$ cat config.mk
export PLATFORM = sky130hd
export DESIGN_NAME = psw_cond_unit_flat
export DESIGN_NICKNAME = d
export VERILOG_FILES = /design/src/rtl/psw_pkg.sv /design/src/rtl/psw_cond_unit_if.sv /design/src/rtl/psw_flag_stack.sv /design/src/rtl/psw_cond_unit.sv /design/src/flat_wrapper.sv
export SDC_FILE = /design/constraint.sdc
export NUM_CORES = 1
export LEC_CHECK = 0
export ABC_AREA = 1
export ABC_CLOCK_PERIOD_IN_PS = 2650
export BUFFER_PORTS_ARGS = -buffer_cell sky130_fd_sc_hd__buf_4
export CORE_ASPECT_RATIO = 0.7
export CORE_MARGIN = 2
export CORE_UTILIZATION = 50
export CTS_CLUSTER_SIZE = 12
export DETAILED_ROUTE_END_ITERATION = 10
export GPL_ROUTABILITY_DRIVEN = 1
export HOLD_SLACK_MARGIN = 0.1
export PLACE_DENSITY = 0.79
export SYNTH_ARGS = -nofsm -noshare
export SYNTH_HDL_FRONTEND = slang
export SYNTH_SLANG_ARGS = --single-unit
$ cat constraint.sdc
create_clock -name clk -period 2.65 [get_ports clk]
set_clock_uncertainty 0.05 [all_clocks]
set_input_delay 0.265 -clock clk [delete_from_list [all_inputs] [get_ports clk]]
set_output_delay 0.265 -clock clk [all_outputs]
set_load 0.01 [all_outputs]
$ cat src/rtl/psw_pkg.sv
// psw_pkg: shared definitions for the program-status unit.
//   FLG_Z/FLG_C/FLG_N/FLG_V : bit positions of the flags in a 4-bit flag word
//   cond_e                  : 4-bit branch-condition encoding
//   cond_eval()             : pure condition evaluator, also used by the
//                             microsequencer's static predictor
package psw_pkg;

    localparam int unsigned FLG_Z = 0;
    localparam int unsigned FLG_C = 1;
    localparam int unsigned FLG_N = 2;
    localparam int unsigned FLG_V = 3;

    typedef enum logic [3:0] {
        EQ = 4'd0,  NE = 4'd1,
        HS = 4'd2,  LO = 4'd3,
        HI = 4'd4,  LS = 4'd5,
        MI = 4'd6,  PL = 4'd7,
        VS = 4'd8,  VC = 4'd9,
        GE = 4'd10, LT = 4'd11,
        GT = 4'd12, LE = 4'd13,
        AL = 4'd14, NV = 4'd15
    } cond_e;

    // C is a borrow flag: C=1 means unsigned "lower".
    function automatic logic cond_eval(input logic [3:0] f, input cond_e c);
        logic z;
        logic cy;
        logic n;
        logic v;
        logic r;
        z  = f[FLG_Z];
        cy = f[FLG_C];
        n  = f[FLG_N];
        v  = f[FLG_V];
        r  = 1'b0;
        case (c)
            EQ: r = z;
            NE: r = ~z;
            HS: r = ~cy;
            LO: r = cy;
            HI: r = ~z & ~cy;
            LS: r = z | cy;
            MI: r = n;
            PL: r = ~n;
            VS: r = v;
            VC: r = ~v;
            GE: r = (n == v);
            LT: r = (n != v);
            GT: r = ~z & (n == v);
            LE: r = z | (n != v);
            AL: r = 1'b1;
            NV: r = 1'b0;
        endcase
        return r;
    endfunction

endpackage

$ cat src/rtl/psw_cond_unit_if.sv
// psw_cond_unit_if: bus between the ALU/sequencer side (master) and the
// program-status unit (slave).
//   master drives: flag_we, flag_in, br_valid, br_cond, push, pop, err_clr
//   slave drives : flags, jmp, jmp_valid, stk_cnt, stk_err
interface psw_cond_unit_if #(
    parameter int unsigned STACK_DEPTH = 4
);
    localparam int unsigned CNT_W = $clog2(STACK_DEPTH + 1);

    logic [3:0]       flag_we;
    logic [3:0]       flag_in;
    logic             br_valid;
    logic [3:0]       br_cond;
    logic             push;
    logic             pop;
    logic             err_clr;
    logic [3:0]       flags;
    logic             jmp;
    logic             jmp_valid;
    logic [CNT_W-1:0] stk_cnt;
    logic             stk_err;

    modport master (
        output flag_we, flag_in, br_valid, br_cond, push, pop, err_clr,
        input  flags, jmp, jmp_valid, stk_cnt, stk_err
    );

    modport slave (
        input  flag_we, flag_in, br_valid, br_cond, push, pop, err_clr,
        output flags, jmp, jmp_valid, stk_cnt, stk_err
    );

endinterface

$ cat src/rtl/psw_flag_stack.sv
// psw_flag_stack: STACK_DEPTH x 4-bit LIFO for flag save/restore.
//   push/pop : already qualified by the parent (never both, never illegal)
//   din      : flag word to store on push
//   top      : most recently stored entry (undefined when empty)
//   count    : entries occupied; full/empty derived from it
module psw_flag_stack #(
    parameter int unsigned STACK_DEPTH = 4
) (
    input  logic                               clk,
    input  logic                               rst_n,
    input  logic                               push,
    input  logic                               pop,
    input  logic [3:0]                         din,
    output logic [3:0]                         top,
    output logic [$clog2(STACK_DEPTH+1)-1:0]   count,
    output logic                               full,
    output logic                               empty
);
    localparam int unsigned CNT_W = $clog2(STACK_DEPTH + 1);
    localparam int unsigned IDX_W = (STACK_DEPTH > 1) ? $clog2(STACK_DEPTH) : 1;

    logic [3:0]       mem_q [STACK_DEPTH];
    logic [CNT_W-1:0] count_q;
    logic [CNT_W-1:0] count_d;
    logic [IDX_W-1:0] wr_idx;
    logic [IDX_W-1:0] rd_idx;

    always_comb begin
        full    = (count_q == CNT_W'(STACK_DEPTH));
        empty   = (count_q == '0);
        wr_idx  = IDX_W'(count_q);
        rd_idx  = IDX_W'(count_q - CNT_W'(1));
        count_d = count_q;
        if (push && !full) begin
            count_d = count_q + CNT_W'(1);
        end else if (pop && !empty) begin
            count_d = count_q - CNT_W'(1);
        end
    end

    always_ff @(posedge clk or negedge rst_n) begin
        if (!rst_n) begin
            count_q <= '0;
        end else begin
            count_q <= count_d;
        end
    end

    // Storage is never read while empty, so it carries no reset.
    always_ff @(posedge clk) begin
        if (push && !full) begin
            mem_q[wr_idx] <= din;
        end
    end

    assign top   = mem_q[rd_idx];
    assign count = count_q;

endmodule

$ cat src/rtl/psw_cond_unit.sv
// psw_cond_unit: architectural Z/C/N/V flags with per-flag write enables,
// registered branch-condition evaluation, and a flag save/restore stack.
//   clk, rst_n : clock, asynchronous active-low reset
//   bus        : slave side of psw_cond_unit_if (flag writes, branch requests,
//                push/pop/err_clr in; flags, jmp/jmp_valid, stk_cnt, stk_err out)
// BYPASS=1 lets a branch see flag writes made in the same cycle.
module psw_cond_unit
    import psw_pkg::*;
#(
    parameter int unsigned STACK_DEPTH = 4,
    parameter bit          BYPASS      = 1'b0
) (
    input  logic                 clk,
    input  logic                 rst_n,
    psw_cond_unit_if.slave       bus
);
    localparam int unsigned CNT_W = $clog2(STACK_DEPTH + 1);

    logic [3:0]       flags_q;
    logic [3:0]       flags_d;
    logic             jmp_q;
    logic             jmp_d;
    logic             jmp_valid_q;
    logic             jmp_valid_d;
    logic             stk_err_q;
    logic             stk_err_d;

    logic [3:0]       wr_flags;
    logic [3:0]       eff_flags;
    logic             push_ok;
    logic             pop_ok;
    logic             stk_fault;
    logic [3:0]       stk_top;
    logic [CNT_W-1:0] stk_count;
    logic             stk_full;
    logic             stk_empty;

    always_comb begin
        wr_flags  = (bus.flag_in & bus.flag_we) | (flags_q & ~bus.flag_we);
        // Forwarding only ever covers flag_we data, never a popped value.
        eff_flags = BYPASS ? wr_flags : flags_q;

        push_ok   = bus.push & ~bus.pop & ~stk_full;
        pop_ok    = bus.pop  & ~bus.push & ~stk_empty;
        stk_fault = (bus.push & bus.pop)
                  | (bus.push & ~bus.pop & stk_full)
                  | (bus.pop  & ~bus.push & stk_empty);

        flags_d     = pop_ok ? stk_top : wr_flags;
        jmp_valid_d = bus.br_valid;
        jmp_d       = bus.br_valid & cond_eval(eff_flags, cond_e'(bus.br_cond));
        // A new fault wins over a same-cycle clear.
        stk_err_d   = stk_fault | (stk_err_q & ~bus.err_clr);
    end

    always_ff @(posedge clk or negedge rst_n) begin
        if (!rst_n) begin
            flags_q     <= '0;
            jmp_q       <= 1'b0;
            jmp_valid_q <= 1'b0;
            stk_err_q   <= 1'b0;
        end else begin
            flags_q     <= flags_d;
            jmp_q       <= jmp_d;
            jmp_valid_q <= jmp_valid_d;
            stk_err_q   <= stk_err_d;
        end
    end

    // Push saves the flags as registered, before any same-cycle write.
    psw_flag_stack #(
        .STACK_DEPTH (STACK_DEPTH)
    ) u_stack (
        .clk   (clk),
        .rst_n (rst_n),
        .push  (push_ok),
        .pop   (pop_ok),
        .din   (flags_q),
        .top   (stk_top),
        .count (stk_count),
        .full  (stk_full),
        .empty (stk_empty)
    );

    assign bus.flags     = flags_q;
    assign bus.jmp       = jmp_q;
    assign bus.jmp_valid = jmp_valid_q;
    assign bus.stk_cnt   = stk_count;
    assign bus.stk_err   = stk_err_q;

endmodule

$ cat src/flat_wrapper.sv
// flat-port wrapper written by rule: the top's interface ports become plain ports
module psw_cond_unit_flat import psw_pkg::*;
#(
    parameter int unsigned STACK_DEPTH = 4,
    parameter bit          BYPASS      = 1'b0
)
  (clk, rst_n, bus_flag_we, bus_flag_in, bus_br_valid, bus_br_cond, bus_push, bus_pop, bus_err_clr, bus_flags, bus_jmp, bus_jmp_valid, bus_stk_cnt, bus_stk_err);
  psw_cond_unit_if #(.STACK_DEPTH(STACK_DEPTH)) bus_i ();
  input  logic clk;
  input  logic rst_n;
  input wire logic [$bits(bus_i.flag_we)-1:0] bus_flag_we;
  input wire logic [$bits(bus_i.flag_in)-1:0] bus_flag_in;
  input wire logic [$bits(bus_i.br_valid)-1:0] bus_br_valid;
  input wire logic [$bits(bus_i.br_cond)-1:0] bus_br_cond;
  input wire logic [$bits(bus_i.push)-1:0] bus_push;
  input wire logic [$bits(bus_i.pop)-1:0] bus_pop;
  input wire logic [$bits(bus_i.err_clr)-1:0] bus_err_clr;
  output wire logic [$bits(bus_i.flags)-1:0] bus_flags;
  output wire logic [$bits(bus_i.jmp)-1:0] bus_jmp;
  output wire logic [$bits(bus_i.jmp_valid)-1:0] bus_jmp_valid;
  output wire logic [$bits(bus_i.stk_cnt)-1:0] bus_stk_cnt;
  output wire logic [$bits(bus_i.stk_err)-1:0] bus_stk_err;
  assign bus_i.flag_we = bus_flag_we;
  assign bus_i.flag_in = bus_flag_in;
  assign bus_i.br_valid = bus_br_valid;
  assign bus_i.br_cond = bus_br_cond;
  assign bus_i.push = bus_push;
  assign bus_i.pop = bus_pop;
  assign bus_i.err_clr = bus_err_clr;
  assign bus_flags = bus_i.flags;
  assign bus_jmp = bus_i.jmp;
  assign bus_jmp_valid = bus_i.jmp_valid;
  assign bus_stk_cnt = bus_i.stk_cnt;
  assign bus_stk_err = bus_i.stk_err;
  psw_cond_unit #(.STACK_DEPTH(STACK_DEPTH), .BYPASS(BYPASS)) u_core (.clk(clk), .rst_n(rst_n), .bus(bus_i));
endmodule
* Word-level counts from Yosys, hierarchy flattened
Memory sizes are Yosys's and may differ from the RTL's.
Cells that the tools add are included.
** Cells by class
- Eq/ne operators :: 18
- Add/subtract/negate cells :: 2
- Reduce and logical (&&, ||, !) cells :: 7
- Bitwise logic cells :: 29
- Muxes and demuxes :: 6
** Operators by type and width (number)
- $eq 4x4->1 const B :: 8
- $eq 4x3->1 const B :: 4
- $pmux 1 s16 :: 1
- $and 1x1->1 :: 11
- $not 1->1 :: 9
- $and 4x4->4 :: 2
- $eq 4x2->1 const B :: 2
- $mux 3 :: 2
- $or 1x1->1 :: 5
- $eq 4x1->1 const B :: 1
- $logic_not 4->1 :: 1
- $mux 4 :: 1
- $not 4->4 :: 1
- $or 4x4->4 :: 1
- $add 3x1->3 const B :: 1
- $eq 3x3->1 const B :: 1
- $logic_not 3->1 :: 1
- $sub 3x1->3 const B :: 1
- $logic_and 1x1->1 :: 2
- $logic_not 1->1 :: 2
- $mux 1 :: 2
- $reduce_bool 2->1 :: 1
- $eq 1x1->1 :: 1
- $ne 1x1->1 :: 1
** Word-level totals
- Output and inout bits :: 10
- Bits in writable memories :: 16
- Memories kept :: 1
- Register bits after elaboration :: 10
** Memory list
- u_core.u_stack.mem_q :: words 4, bits a word 4, read ports 1, clocked after Yosys merged registers in 0, wr ports 1, line psw_flag_stack.sv:22 : logic [3:0] mem_q [STACK_DEPTH];

* Depth between registers and ports, before layout
- Depth after elaboration :: 6
- Gate-level depth with buffers :: 9
- Mapped depth without buffers :: 8

* Hierarchy
From an unflattened synthesis, not the netlist that was laid out.
** Unflattened totals
- Cell total of the unflattened synthesis :: 183
- Area, all modules :: 1486.4 µm²
** By module, submodules not included
- psw_flag_stack :: cells each 93, seq. area each 555.5 µm², times used 1, area each 959.7 µm²
- psw_cond_unit :: cells each 90, seq. area each 175.2 µm², times used 1, area each 526.8 µm²

* Worst setup path after synthesis
OpenSTA, ideal clock, no wires.
- Kind :: register -> register
- From :: register u_core.u_stack.count_q[0], in the netlist u_core.u_stack.count[0]
- To :: memory u_core.u_stack.mem_q[0][0] (enable)
- Period minus slack after synthesis :: 1.980 ns
- Library setup time :: 0.329 ns
- Stages on the path, launching flop included :: 8
- Required time :: 2.271 ns
- Arrival :: 1.601 ns
- Setup slack :: 0.670 ns
- Path through :: dfrtp_1 buf_2 inv_2 ha_1 ha_1 nor2_4 nand2_4 nor2_1
** On the way
- Word-level cells in the longest chain between the ends :: 6
** RTL lines
- start, declared :: line psw_flag_stack.sv:23 : logic [CNT_W-1:0] count_q;
- start signal, assigned :: line psw_flag_stack.sv:45 : count_q <= count_d;
- $eq 3x3->1 :: line psw_flag_stack.sv:29 : full = (count_q == CNT_W'(STACK_DEPTH));
- $not 1->1 :: line psw_cond_unit.sv:43 : push_ok = bus.push & ~bus.pop & ~stk_full;
- $and 1x1->1 :: line psw_cond_unit.sv:43
- $logic_and 1x1->1 :: line psw_flag_stack.sv:51 : if (push && !full) begin
- $mux 1 :: line psw_flag_stack.sv:51
- $mux 1 (not written as such) :: line psw_flag_stack.sv:52 : mem_q[wr_idx] <= din;
- end, declared :: line psw_flag_stack.sv:22
Parallel ways exist; a longest one is shown, timed or not.

* Final worst setup path
- From :: register u_core.u_stack.count_q[0], in the netlist u_core.u_stack.count[0]
- To :: memory u_core.u_stack.mem_q[2][3] (enable)
Same word-level chain as after synthesis.

==> summary.txt <==
Yosys
  – Predominant post-synthesis flop cell: edfxtp_1
  – Distinct cells, synth: 25
  – Top area cells in the synthesized netlist: edfxtp_1, dfrtp_1, nand2_1
  – Async SR Flop Fraction: 0.385
  – Yosys reg bits: 26
  – Post-Syn Area: 1390 µm²
  – Post-synth net total: around 170
  – Post-synth top cells: nand2_1, nand3_1, edfxtp_1, inv_1, dfrtp_1
  – Top-count cell post-synth: nand2_1
  – Mean area per synthesized cell: 9.33 µm²
  – Post-synthesis cell count: 149
  – Synth area leader: edfxtp_1
  – Synth top area share: 0.346
  – Ys Warns: 0
  – Register area share after synthesis: 0.526
  – Post-synth EDFFs: 16

Clock tree
  – Num CTS Buffers: 3
  – CTS tree: done
  – CTS clk-pin slew, worst paths: 0.08 ns
  – TritonCTS Sinks: 26
  – CTS Buffer Depth: 2
  – Number of H-tree levels: 1
  – Root buffer cell: clkbuf_8
  – Latest clock arrival within the worst-skew pair: ~0.27 ns
  – Post-CTS setup buffers: 0

Worst setup path
  – Critical R2R Capture: u_core.u_stack.mem_q[2][3]$_DFFE_PP_
  – R2r startpoint: u_core.u_stack.count[0]$_DFFE_PN0P_
  – Critical path class: reg -> reg
  – CP arrival: between 2 and 2.5 ns
  – CP max FO: 13
  – Flop2flop setup slack: 0.44 ns
  – Setup crit start kind: register
  – Critical path endpoint category: register
  – R2R depth: 6
  – Required @ worst endpoint: between 2 and 3 ns

Worst hold path
  – Hold Path Sink: u_core.bus.stk_err$_DFF_PN0_
  – Worst Hold Class: in -> reg
  – Worst hold start: bus_err_clr
  – Worst Hold Path Cells: 2

Die
  – Initial Utilization: 0.545
  – Io pins: 28
  – Core area: 2550 µm²
  – Die Wd: 67.0 µm
  – DIE AREA: 3220 µm²
  – Num rows: 15
  – Die Y: about 48 µm

Final layout
  – Area of the multi-input gates: 581 µm²
  – Fill cell count: about 220
  – Fin nets: 206
  – Area growth from synthesis to layout: 22.7%
  – Register area: roughly 730 µm²
  – Layout cells sized above 1: 0.238
  – Post-layout util: 0.668
  – Antenna cells: 0

Timing
  – # setup viols final: 0
  – Max Slew Vio Count: 0
  – Setup TNS: 0 ns
  – Period utilisation layout: 0.835
  – Final min period: 2.21 ns
  – Hold Vio Cnt, Final: 0
  – Max Freq: 452 MHz
  – Worst Max-Slew Pin Slew: approximately 0.45 ns
  – Worst slew margin: 0.700
  – Unrepaired setup endpoints after global routing: false

Route
  – Avg WL per Cell: 15.1 µm
  – Pre-antenna DRT Iters: 4
  – DR vias/cell: 5.48
  – Initial DRC count: between 100 and 150
  – Post-Route WL: 3.25 mm
  – DRC viols: 0
  – ANT nets after route: 0
  – Routed vias: between 1,000 and 1,500

Global route
  – Largest net degree at the start of global routing: 15
  – Grt ovf: 0
  – First-pass GRT wire length: 5.06 mm
  – Vias in the first global route: 1,027
  – Initial antenna violation count: 0
  – Gr usage total: 0.230

Power and ir drop
  – Comb pwr share: 0.434
  – Psw: 0.000672 W
  – Power Density: 973 nW/µm²
  – Cell leakage power: roughly 0.8 nW
  – Peak supply drop: approximately 0.52 mV
  – Clk pwr share: 0.149
  – P_int: about 0.001 W
  – Sw Share: 0.405
  – Sequential power share: 0.418

Outcome
  – Status: finished clean

Job
  – MaxCap Viol Count: 0

Placed design
  – GPL Wtd Cong: approximately 0.85
  – Port bufs: 27
  – DP HPWL: 2.49 mm
## cell usage in the layout, fill, tap and decap left out
cell type / Yosys / layout
a21oi_1: 6 / 6
a22o_1: 1 / 1
buf_4: 0 / 27
clkbuf_8: 0 / 4
dfrtp_1: 10 / 10
dlygate4sd3_1: 0 / 2
edfxtp_1: 16 / 16
ha_1: 6 / 6
inv_1: 16 / 16
inv_2: 2 / 2
inv_4: 1 / 1
nand2_1: 41 / 41
nand2_2: 2 / 2
nand2_4: 2 / 2
nand3_1: 23 / 23
nor2_1: 6 / 6
nor2_2: 1 / 1
nor2_4: 1 / 1
nor2_8: 1 / 1
nor3_1: 1 / 1
o21ai_1: 3 / 3
o21ai_2: 1 / 1
o221ai_1: 1 / 1
o22ai_1: 1 / 1
o311ai_1: 4 / 4
o31ai_1: 1 / 1
xor2_2: 1 / 1
## worst max-delay path by stage
stage | start | to | slack (ns)
final | u_core.u_stack.count[0]$_DFFE_PN0P_ | u_core.u_stack.mem_q[2][3]$_DFFE_PP_ | 0.44
after global routing | u_core.u_stack.count[0]$_DFFE_PN0P_ | u_core.u_stack.mem_q[2][0]$_DFFE_PP_ | 0.25
after CTS | u_core.u_stack.count[0]$_DFFE_PN0P_ | u_core.u_stack.mem_q[2][0]$_DFFE_PP_ | 0.45
after detailed placement | u_core.u_stack.count[0]$_DFFE_PN0P_ | u_core.u_stack.mem_q[2][1]$_DFFE_PP_ | 0.46
after global placement | u_core.u_stack.count[0]$_DFFE_PN0P_ | u_core.u_stack.mem_q[2][0]$_DFFE_PP_ | 0.60
after floorplan | u_core.u_stack.count[0]$_DFFE_PN0P_ | u_core.u_stack.mem_q[0][0]$_DFFE_PP_ | 0.67
## power groups by stage
stage	sequential, W	combinational (W)	clock, W
global placement	0.000693	0.000682	0
CTS	0.000692	0.000711	0.000252
floorplan	0.000663	0.000473	0
global route	0.000711	0.000794	0.000270
detailed placement	0.000701	0.000703	0
finish	0.000693	0.000720	0.000247
## logic make-up (layout without fill, tap and decap cells)
kind of cell	after synthesis	count (layout)	synth area share
compound gates	18	18	0.0864
buf+inv	20	52	0.0567
simple gates	78	78	0.266
fa+ha+maj	6	6	0.0540
xor+xnor	1	1	0.0117
flops	26	26	0.526
## stage by stage
step	total power [W]	hold WS, ns	cell area, µm²	cells	setup slack [ns]
2_1_floorplan	0.00114	-0.0806	1390	149	0.670
3_3_place_gp	0.00138	0.0536	1630	209	0.604
3_5_place_dp	0.00140	0.0580	1630	209	0.459
4_1_cts	0.00166	0.126	1710	215	0.451
5_1_grt	0.00177	0.124	1710	215	0.253
6_report	0.00166	0.130	1710	215	0.437
## metal layers
layer,vias up,global-route usage,share of wire
li1,570,-,-
met2,63,0.343,0.44
met3,5,0.0485,0.082
met5,-,0,0
met4,0,0.0776,0.012
met1,540,0.340,0.46
## area by class of cell
class                           count  share of cell area
Sequential cell                    26               0.428
Multi-Input combinational cell    103               0.340
Timing Repair Buffer               29               0.131
Inverter                           19              0.0433
Clock buffer                        4              0.0323
Tap cell                           34              0.0249
## repair_timing
action	in CTS	in global routing
hold endpoints to repair	11	0
resized for setup	0	0
hold buffers	2	0
## worst max-delay path: stages (launching register included)
cell	delay, ns
dfrtp_1	0.63
inv_2	0.17
ha_1	0.29
ha_1	0.23
nor2_4	0.13
nand2_4	0.10
nor2_1	0.29
Note: power is estimated with default switching activity, not from simulation.
